## src/rtl/dcache_port_requester.sv

```systemverilog
// rtl/dcache_port_requester.sv - Initiator side of the L1 dcache request port
//
// Purpose: turns a valid/ready load/store command stream into the dcache
// index-phase / tag-phase / rvalid sequence, one transaction in flight, and
// returns a single response (data or error) per command.
//
// Ports:
//   clk_i, rst_ni                 clock, asynchronous active-low reset
//   cmd_valid_i / cmd_ready_o     command handshake
//   cmd_we_i, cmd_addr_i, cmd_wdata_i, cmd_be_i, cmd_size_i   command payload
//   kill_i                        abort the pending load before its tag phase
//   rsp_valid_o / rsp_ready_i     response handshake
//   rsp_rdata_o, rsp_err_o        load data (0 for stores), timeout/killed flag
//   req_port_o / req_port_i       dcache request port (to / from the cache)

package dcache_port_pkg;
  localparam int unsigned IDX_W  = 12;
  localparam int unsigned TAG_W  = 44;
  localparam int unsigned DATA_W = 64;
  localparam int unsigned BE_W   = DATA_W / 8;

  typedef struct packed {
    logic [IDX_W-1:0]  address_index;
    logic [TAG_W-1:0]  address_tag;
    logic [DATA_W-1:0] data_wdata;
    logic              data_req;
    logic              data_we;
    logic [BE_W-1:0]   data_be;
    logic [1:0]        data_size;
    logic              kill_req;
    logic              tag_valid;
  } dcache_req_i_t;

  typedef struct packed {
    logic              data_gnt;
    logic              data_rvalid;
    logic [DATA_W-1:0] data_rdata;
  } dcache_req_o_t;
endpackage

module dcache_port_requester #(
  parameter int unsigned IDX_W  = dcache_port_pkg::IDX_W,
  parameter int unsigned TAG_W  = dcache_port_pkg::TAG_W,
  parameter int unsigned DATA_W = dcache_port_pkg::DATA_W,
  parameter int unsigned BE_W   = DATA_W / 8,
  parameter int unsigned TMO    = 1024
) (
  input  logic                          clk_i,
  input  logic                          rst_ni,
  input  logic                          cmd_valid_i,
  output logic                          cmd_ready_o,
  input  logic                          cmd_we_i,
  input  logic [IDX_W+TAG_W-1:0]        cmd_addr_i,
  input  logic [DATA_W-1:0]             cmd_wdata_i,
  input  logic [BE_W-1:0]               cmd_be_i,
  input  logic [1:0]                    cmd_size_i,
  input  logic                          kill_i,
  output logic                          rsp_valid_o,
  input  logic                          rsp_ready_i,
  output logic [DATA_W-1:0]             rsp_rdata_o,
  output logic                          rsp_err_o,
  output dcache_port_pkg::dcache_req_i_t req_port_o,
  input  dcache_port_pkg::dcache_req_o_t req_port_i
);

  typedef enum logic [2:0] {
    S_IDLE,
    S_REQ,
    S_TAG,
    S_WAIT,
    S_RSP
  } state_e;

  // With TMO=0 the counter is kept as a single constant-zero bit.
  localparam int unsigned CNT_W = (TMO > 0) ? $clog2(TMO + 1) : 1;

  state_e             state_q;
  logic               cmd_ready_q;
  logic               data_req_q;
  logic               rsp_valid_q;
  logic [DATA_W-1:0]  rsp_rdata_q;
  logic               rsp_err_q;
  logic [CNT_W-1:0]   cnt_q;
  logic [CNT_W-1:0]   cnt_d;

  // Holding register: the only source of the request-port payload.
  logic [IDX_W-1:0]   idx_q;
  logic [TAG_W-1:0]   tag_q;
  logic [DATA_W-1:0]  wdata_q;
  logic [BE_W-1:0]    be_q;
  logic [1:0]         size_q;
  logic               we_q;

  logic gnt;
  logic rvalid;
  logic tmo_hit;
  logic wait_tmo;

  assign gnt    = req_port_i.data_gnt;
  assign rvalid = req_port_i.data_rvalid;

  // Fires in the last allowed cycle so the request is held for exactly TMO cycles.
  assign tmo_hit  = (TMO != 0) && (cnt_q == CNT_W'(TMO - 1));
  // A late rvalid in the timeout cycle still wins; no kill is needed then.
  assign wait_tmo = (state_q == S_WAIT) && !rvalid && tmo_hit;

  always_comb begin
    cnt_d = cnt_q;
    if (TMO == 0) begin
      cnt_d = '0;
    end else if (cnt_q != CNT_W'(TMO)) begin
      cnt_d = cnt_q + 1'b1;
    end
  end

  always_ff @(posedge clk_i or negedge rst_ni) begin
    if (!rst_ni) begin
      state_q     <= S_IDLE;
      cmd_ready_q <= 1'b1;
      data_req_q  <= 1'b0;
      rsp_valid_q <= 1'b0;
      rsp_rdata_q <= '0;
      rsp_err_q   <= 1'b0;
      cnt_q       <= '0;
      idx_q       <= '0;
      tag_q       <= '0;
      wdata_q     <= '0;
      be_q        <= '0;
      size_q      <= '0;
      we_q        <= 1'b0;
    end else begin
      case (state_q)
        S_IDLE: begin
          if (cmd_valid_i) begin
            idx_q       <= cmd_addr_i[IDX_W-1:0];
            tag_q       <= cmd_addr_i[IDX_W+TAG_W-1:IDX_W];
            wdata_q     <= cmd_wdata_i;
            be_q        <= cmd_be_i;
            size_q      <= cmd_size_i;
            we_q        <= cmd_we_i;
            cmd_ready_q <= 1'b0;
            data_req_q  <= 1'b1;
            cnt_q       <= '0;
            state_q     <= S_REQ;
          end
        end

        S_REQ: begin
          // A grant takes priority; an rvalid in the same cycle belongs to no load.
          if (gnt) begin
            data_req_q <= 1'b0;
            cnt_q      <= '0;
            if (we_q) begin
              rsp_valid_q <= 1'b1;
              rsp_rdata_q <= '0;
              rsp_err_q   <= 1'b0;
              state_q     <= S_RSP;
            end else begin
              state_q <= S_TAG;
            end
          end else if ((kill_i && !we_q) || tmo_hit) begin
            // Withdrawing an ungranted request is legal; nothing is owed.
            data_req_q  <= 1'b0;
            cnt_q       <= '0;
            rsp_valid_q <= 1'b1;
            rsp_rdata_q <= '0;
            rsp_err_q   <= 1'b1;
            state_q     <= S_RSP;
          end else begin
            cnt_q <= cnt_d;
          end
        end

        S_TAG: begin
          cnt_q <= '0;
          if (kill_i) begin
            rsp_valid_q <= 1'b1;
            rsp_rdata_q <= '0;
            rsp_err_q   <= 1'b1;
            state_q     <= S_RSP;
          end else begin
            state_q <= S_WAIT;
          end
        end

        S_WAIT: begin
          if (rvalid) begin
            cnt_q       <= '0;
            rsp_valid_q <= 1'b1;
            rsp_rdata_q <= req_port_i.data_rdata;
            rsp_err_q   <= 1'b0;
            state_q     <= S_RSP;
          end else if (tmo_hit) begin
            cnt_q       <= '0;
            rsp_valid_q <= 1'b1;
            rsp_rdata_q <= '0;
            rsp_err_q   <= 1'b1;
            state_q     <= S_RSP;
          end else begin
            cnt_q <= cnt_d;
          end
        end

        S_RSP: begin
          if (rsp_ready_i) begin
            rsp_valid_q <= 1'b0;
            cmd_ready_q <= 1'b1;
            state_q     <= S_IDLE;
          end
        end

        default: begin
          state_q     <= S_IDLE;
          cmd_ready_q <= 1'b1;
          data_req_q  <= 1'b0;
          rsp_valid_q <= 1'b0;
        end
      endcase
    end
  end

  assign cmd_ready_o = cmd_ready_q;
  assign rsp_valid_o = rsp_valid_q;
  assign rsp_rdata_o = rsp_rdata_q;
  assign rsp_err_o   = rsp_err_q;

  // tag_valid/kill_req must react to kill_i within the tag cycle itself, so
  // they are decoded from the registered state rather than registered again.
  always_comb begin
    req_port_o               = '0;
    req_port_o.address_index = idx_q;
    req_port_o.address_tag   = tag_q;
    req_port_o.data_wdata    = wdata_q;
    req_port_o.data_we       = we_q;
    req_port_o.data_be       = be_q;
    req_port_o.data_size     = size_q;
    req_port_o.data_req      = data_req_q;
    req_port_o.tag_valid     = (state_q == S_TAG) && !kill_i;
    req_port_o.kill_req      = ((state_q == S_TAG) && kill_i) || wait_tmo;
  end

endmodule

```

## config.mk

```make
export PLATFORM = sky130hd
export DESIGN_NAME = dcache_port_requester
export DESIGN_NICKNAME = d
export VERILOG_FILES = /design/src/rtl/dcache_port_requester.sv
export SDC_FILE = /design/constraint.sdc
export NUM_CORES = 1
export LEC_CHECK = 0
export CAP_MARGIN = 30
export CORE_ASPECT_RATIO = 0.5
export CORE_MARGIN = 1
export CORE_UTILIZATION = 32
export DETAILED_ROUTE_END_ITERATION = 10
export GPL_ROUTABILITY_DRIVEN = 1
export MAX_ROUTING_LAYER = met4
export PLACE_DENSITY = 0.75
export SYNTH_ARGS = -nofsm -noshare
export SYNTH_HDL_FRONTEND = slang
export SYNTH_SLANG_ARGS = --single-unit
```

## constraint.sdc

```tcl
create_clock -name clk_i -period 3 [get_ports clk_i]
set_input_delay 0.3 -clock clk_i [delete_from_list [all_inputs] [get_ports clk_i]]
set_output_delay 0.3 -clock clk_i [all_outputs]
set_load 0.005 [all_outputs]
```

# Word level (Yosys, flattened, before mapping)
# Cells that the tools add are included.
# totals
register_bits,213
in_bits,202
out_inout_bits,201
wordCells,93
# classes
addsub,1
eq_ne,12
mux,42
n_bitwise,3
reduce_logical,22
# ops
op,n
$mux 64,6
$pmux 64 s3,1
$mux 11,6
$pmux 11 s4,1
$mux 3,8
$mux 1,15
$pmux 3 s5,1
$add 11x1->11 const B,1
$eq 11x10->1 const B,1
$ne 11x11->1 const B,1
$ne 3x3->1 const B,3
$pmux 1 s3,3
$eq 3x2->1 const B,2
$ne 2x2->1 const B,3
$reduce_and 3->1,2
$reduce_and 6->1,1
$reduce_or 3->1,2
$logic_and 1x1->1,5
$pmux 1 s5,1
$reduce_and 5->1,1
$reduce_and 2->1,2
$reduce_and 4->1,1
$reduce_bool 4->1,1
$eq 3x1->1 const B,1
6 further kinds,11

# Logic depth before layout (Yosys ltp)
# logic_depth
depth_word,6
ltp_mapped,8
mapped_depth_nobuf,6

# Worst setup path before layout
# OpenSTA, ideal clock, no wires.
# synth_path
kind,register to register
start,reg cnt_q[0]
end,reg rsp_rdata_q[22] (netlist: rsp_rdata_o[22])
setup_ns,0.121
arrival_time_ns,1.977
required_time_ns,2.879
slack_ns,0.902
stages_incl_launch_ff,9
n_path_buf,3
synth_period_minus_slack_ns,2.098
cell_sequence,dfrtp_1 > ha_1 > nand3_1 > or4_1 > buf_2 > a21o_1 > buf_6 > buf_6 > a22o_1
# synth_between
elab_chain_cells,4
word_cells_on_any_way,5
classes_between,3 x eq/ne; 2 x reduce/logical
# synth_lines
item,line_no,source
start: declaration,83,logic [CNT_W-1:0] cnt_q;
start signal: assignment,170,cnt_q <= cnt_d;
start signal: assignment,200,cnt_q <= cnt_d;
$eq 11x10->1 (*),103,assign tmo_hit = (TMO != 0) && (cnt_q == CNT_W'(TMO - 1));
$logic_or 1x1->1,161,end else if ((kill_i && !we_q) || tmo_hit) begin
$ne 3x3->1 (no line),-,
$reduce_and 5->1 (no line) (*),-,
end signal: assignment,190,rsp_rdata_q <= req_port_i.data_rdata;
end: declaration,81,logic [DATA_W-1:0] rsp_rdata_q;
# Mark *: on every way between the ends. The rest lies on a longest branch, timed or not.
# A chain may end at the register's enable or synchronous reset.

==> impl_metrics.py <==
metrics = {
    "worst_setup_path": {
        "critPathBufInv": 1,
        "cpLargestDelayFamily": "buffers and inverters",
        "path_cells": "nand2b_1 > nor3_1 > clkdlybuf4s50_1",
        "endpoint_kind": "primary output",
        "crit_path_start_kind": "register",
        "worstSetupPathType": "register to primary output",
        "max_stage_delay_ns": 0.61,
        "critPathSlowestCell": "clkdlybuf4s50_1",
        "crit_arrival_ns": 2.28,
        "required_ns": 2.70,
        "critical_path.max_fanout": 15,
    },
    "grt": {
        "grt.overflow.total": 0,
        "grt_pass1_wl_mm": 37.1,
        "grt_max_degree": 77,
        "grtUsageTotal_pct": 18.5,
        "grt_pass1_vias": 6551,
        "grt_antenna_before_repair": 0,
    },
    "layout": {
        "n_antenna_cell": 0,
        "fin_nets": 1152,
        "drive_above_1_share_pct": 19.6,
        "area_delta_synth_final_pct": 63.0,
        "final_common_cell": "clkdlybuf4s50_1",
        "final_cells": 1295,
        "most-common-layout-cells": "clkdlybuf4s50_1 (400), dfrtp_1 (210), mux2_2 (131)",
    },
    "timing": {
        "fin_skew_ns": 0.0169,
        "hold_slack_ns": 0.394,
        "final-max-slew-violation-count": 0,
        "setup_viol": 0,
        "tns_ns": 0,
        "min_period_ns": 2.58,
        "tightest_slew_ns": 0.592,
        "relSlewSlack_pct": 60.6,
        "clock.fmax_mhz": 387,
        "finalHoldViolCount": 0,
        "grt_setup_unrepaired": "no",
        "finalCritPeriodShare_pct": 86.0,
    },
    "clocking": {
        "cts.clk_slew.worst_paths_ns": 0.06,
        "cts_buffer_depth": 3,
        "cts-root-buf": "clkbuf_16",
        "h-tree-depth": 1,
        "cts_buffers": 21,
        "clkSinkCount": 213,
        "clk-insertion-delay-late_ns": 0.50,
        "cts_tree": "yes",
    },
    "pwr": {
        "power_density_nw_per_um2": 930,
        "ir_drop_mv": 0.325,
        "p_total_mw": 12.4,
        "p_leak_nw": 5.58,
    },
    "synthesis": {
        "synth-adder-area-share_pct": 0.306,
        "synth_top_family_by_area": "multiplexers",
        "postSynthAreaPerCell_um2": 15.0,
        "yosys_most_used_dff": "dfrtp_1",
        "synth-edff-count": 0,
        "synth-simple-area-share_pct": 3.60,
        "ys_ff_latch": 213,
        "syn_nets": 750,
        "synth.cell_area_um2": 8180,
        "muxShareOfSynthArea_pct": 18.3,
        "synth_compound_area_share_pct": 9.67,
        "yosys_warnings": 0,
        "ys_types": 48,
        "synth_xor_area_share_pct": 0.107,
        "async_flop_share_pct": 100,
        "synth_cells": 546,
        "yosysSeqAreaShare_pct": 65.2,
    },
    "die": {
        "ios": 403,
        "design.core.area_um2": 24500,
        "num_rows": 40,
        "die_h_um": 115,
        "die_area_um2": 26200,
        "start_util_pct": 33.3,
        "die_w_um": 228,
    },
    "placed_design": {
        "place_congestion": 0.857,
        "io_buffers": 402,
        "place_inst": 1259,
        "dp_hpwl_mm": 18.0,
    },
    "hold_path": {
        "hold_class": "primary input to register",
    },
    "detailed_routing": {
        "wl_per_cell_um": 18.7,
        "drt_iter0_markers": 317,
        "drc": 0,
        "ant_nets": 0,
        "avgViaCountPerCell": 4.82,
        "drt_wl_total_mm": 24.3,
        "dr_total_vias": 6242,
        "drt-pass1-iter-count": 6,
    },
    "flow_run": {
        "max_cap_violations": 0,
    },
    "run_status": {
        "status": "finished, final reports clean",
    },
}
-- registers in the layout (all words and copies together), names as in the netlist, 2 cells and up --
name         flops
tag_q           44
state_q          3
rsp_rdata_o     64
idx_q           12
be_q             8
cnt_q           11
wdata_q         64
size_q           2
-- path summary, 6_finish.rpt --
check | slack, ns | cells past startpoint | endpoint | start
max | 0.42 | 3 | req_port_o[0] | state_q[2]$_DFFE_PN0P_
min | 0.39 | 2 | rsp_rdata_o[28]$_DFFE_PN0P_ | req_port_i[28]
max reg2reg | 0.58 | 7 | rsp_rdata_o[35]$_DFFE_PN0P_ | cnt_q[1]$_DFFE_PN0P_
min reg2reg | 0.47 | 2 | cmd_ready_o$_DFFE_PN1P_ | cmd_ready_o$_DFFE_PN1P_
max in group asynchronous | 1.71 | 3 | wdata_q[44]$_DFFE_PN0P_ | rst_ni
min in group asynchronous | 0.40 | 2 | be_q[0]$_DFFE_PN0P_ | rst_ni
-- report_power, final --
part           switching (mW)  leakage, nW  internal (mW)
clock network            1.09        0.338           1.57
registers               0.649         2.66           4.02
logic                    1.73         2.58           3.33
total                    3.47         5.58           8.92
-- cells in the mapped netlist (3+ instances only) --
library cell / n / area [um2]
clkbuf_1: 21 / 78.8
a31oi_1: 5 / 31.3
a21oi_1: 6 / 30.0
nand2_1: 11 / 41.3
a22o_1: 64 / 561
nor3_1: 5 / 25.0
nor4_1: 3 / 18.8
o21ai_0: 5 / 25.0
nand2b_1: 3 / 18.8
nor2_1: 7 / 26.3
mux2_2: 131 / 1480
dfrtp_1: 212 / 5310
buf_6: 4 / 45.0
o22ai_1: 3 / 18.8
inv_1: 11 / 41.3
buf_2: 9 / 45.0
nand3_1: 8 / 40.0
-- final cells by class --
class,count,area (um2)
fillers,2055,11200
flip-flops and latches,213,5330
repair buffers,416,4210
multi-input cells,285,2640
clock buffers,29,606
well taps,336,420
clock inverters,5,75.1
inverters,11,41.3
-- stage by stage --
stage               util [%]  cell area [um2]  setup slack (ns)
floorplan                  -             8180             0.902
global placement        51.4            12600             0.506
detailed placement      51.4            12600             0.536
CTS                     54.3            13300            0.0254
global route            54.3            13300             0.342
finish                  54.3            13300             0.419
-- cells by family (layout without fill, tap and decap cells) --
group,count (synthesis),after routing
flip-flops,213,213
multiplexers,133,133
AO/OA/AOI/OAI,97,97
AND/OR/NAND/NOR,52,52
buffers and inverters,48,461
adder cells (fa/ha/maj),2,2
XOR/XNOR,1,1
-- layer usage --
metal	up-vias	track usage [%]	share of wire, %
met4	0	5.50	3.0
met2	166	33.8	56
met5	-	-	0
li1	2793	-	-
met3	58	3.03	3.4
met1	3225	21.1	38
-- worst reg2reg max path, stage by stage, from the launching register on --
cell     delay (ns)
dfrtp_1        0.43
ha_2           0.22
nand3_1        0.11
or4_4          0.50
buf_4          0.21
a21o_2         0.34
buf_4          0.24
a22o_1         0.24
-- what timing repair did --
item | CTS | global route
pin swaps | 0 | 1
endpoints found under the hold margin | 68 | 0
resized for setup | 1 | 4
endpoints found under the setup margin | 1 | 1
setup buffers | 0 | 1
hold buffers | 1 | 0
(Power assumes the default switching activity.)
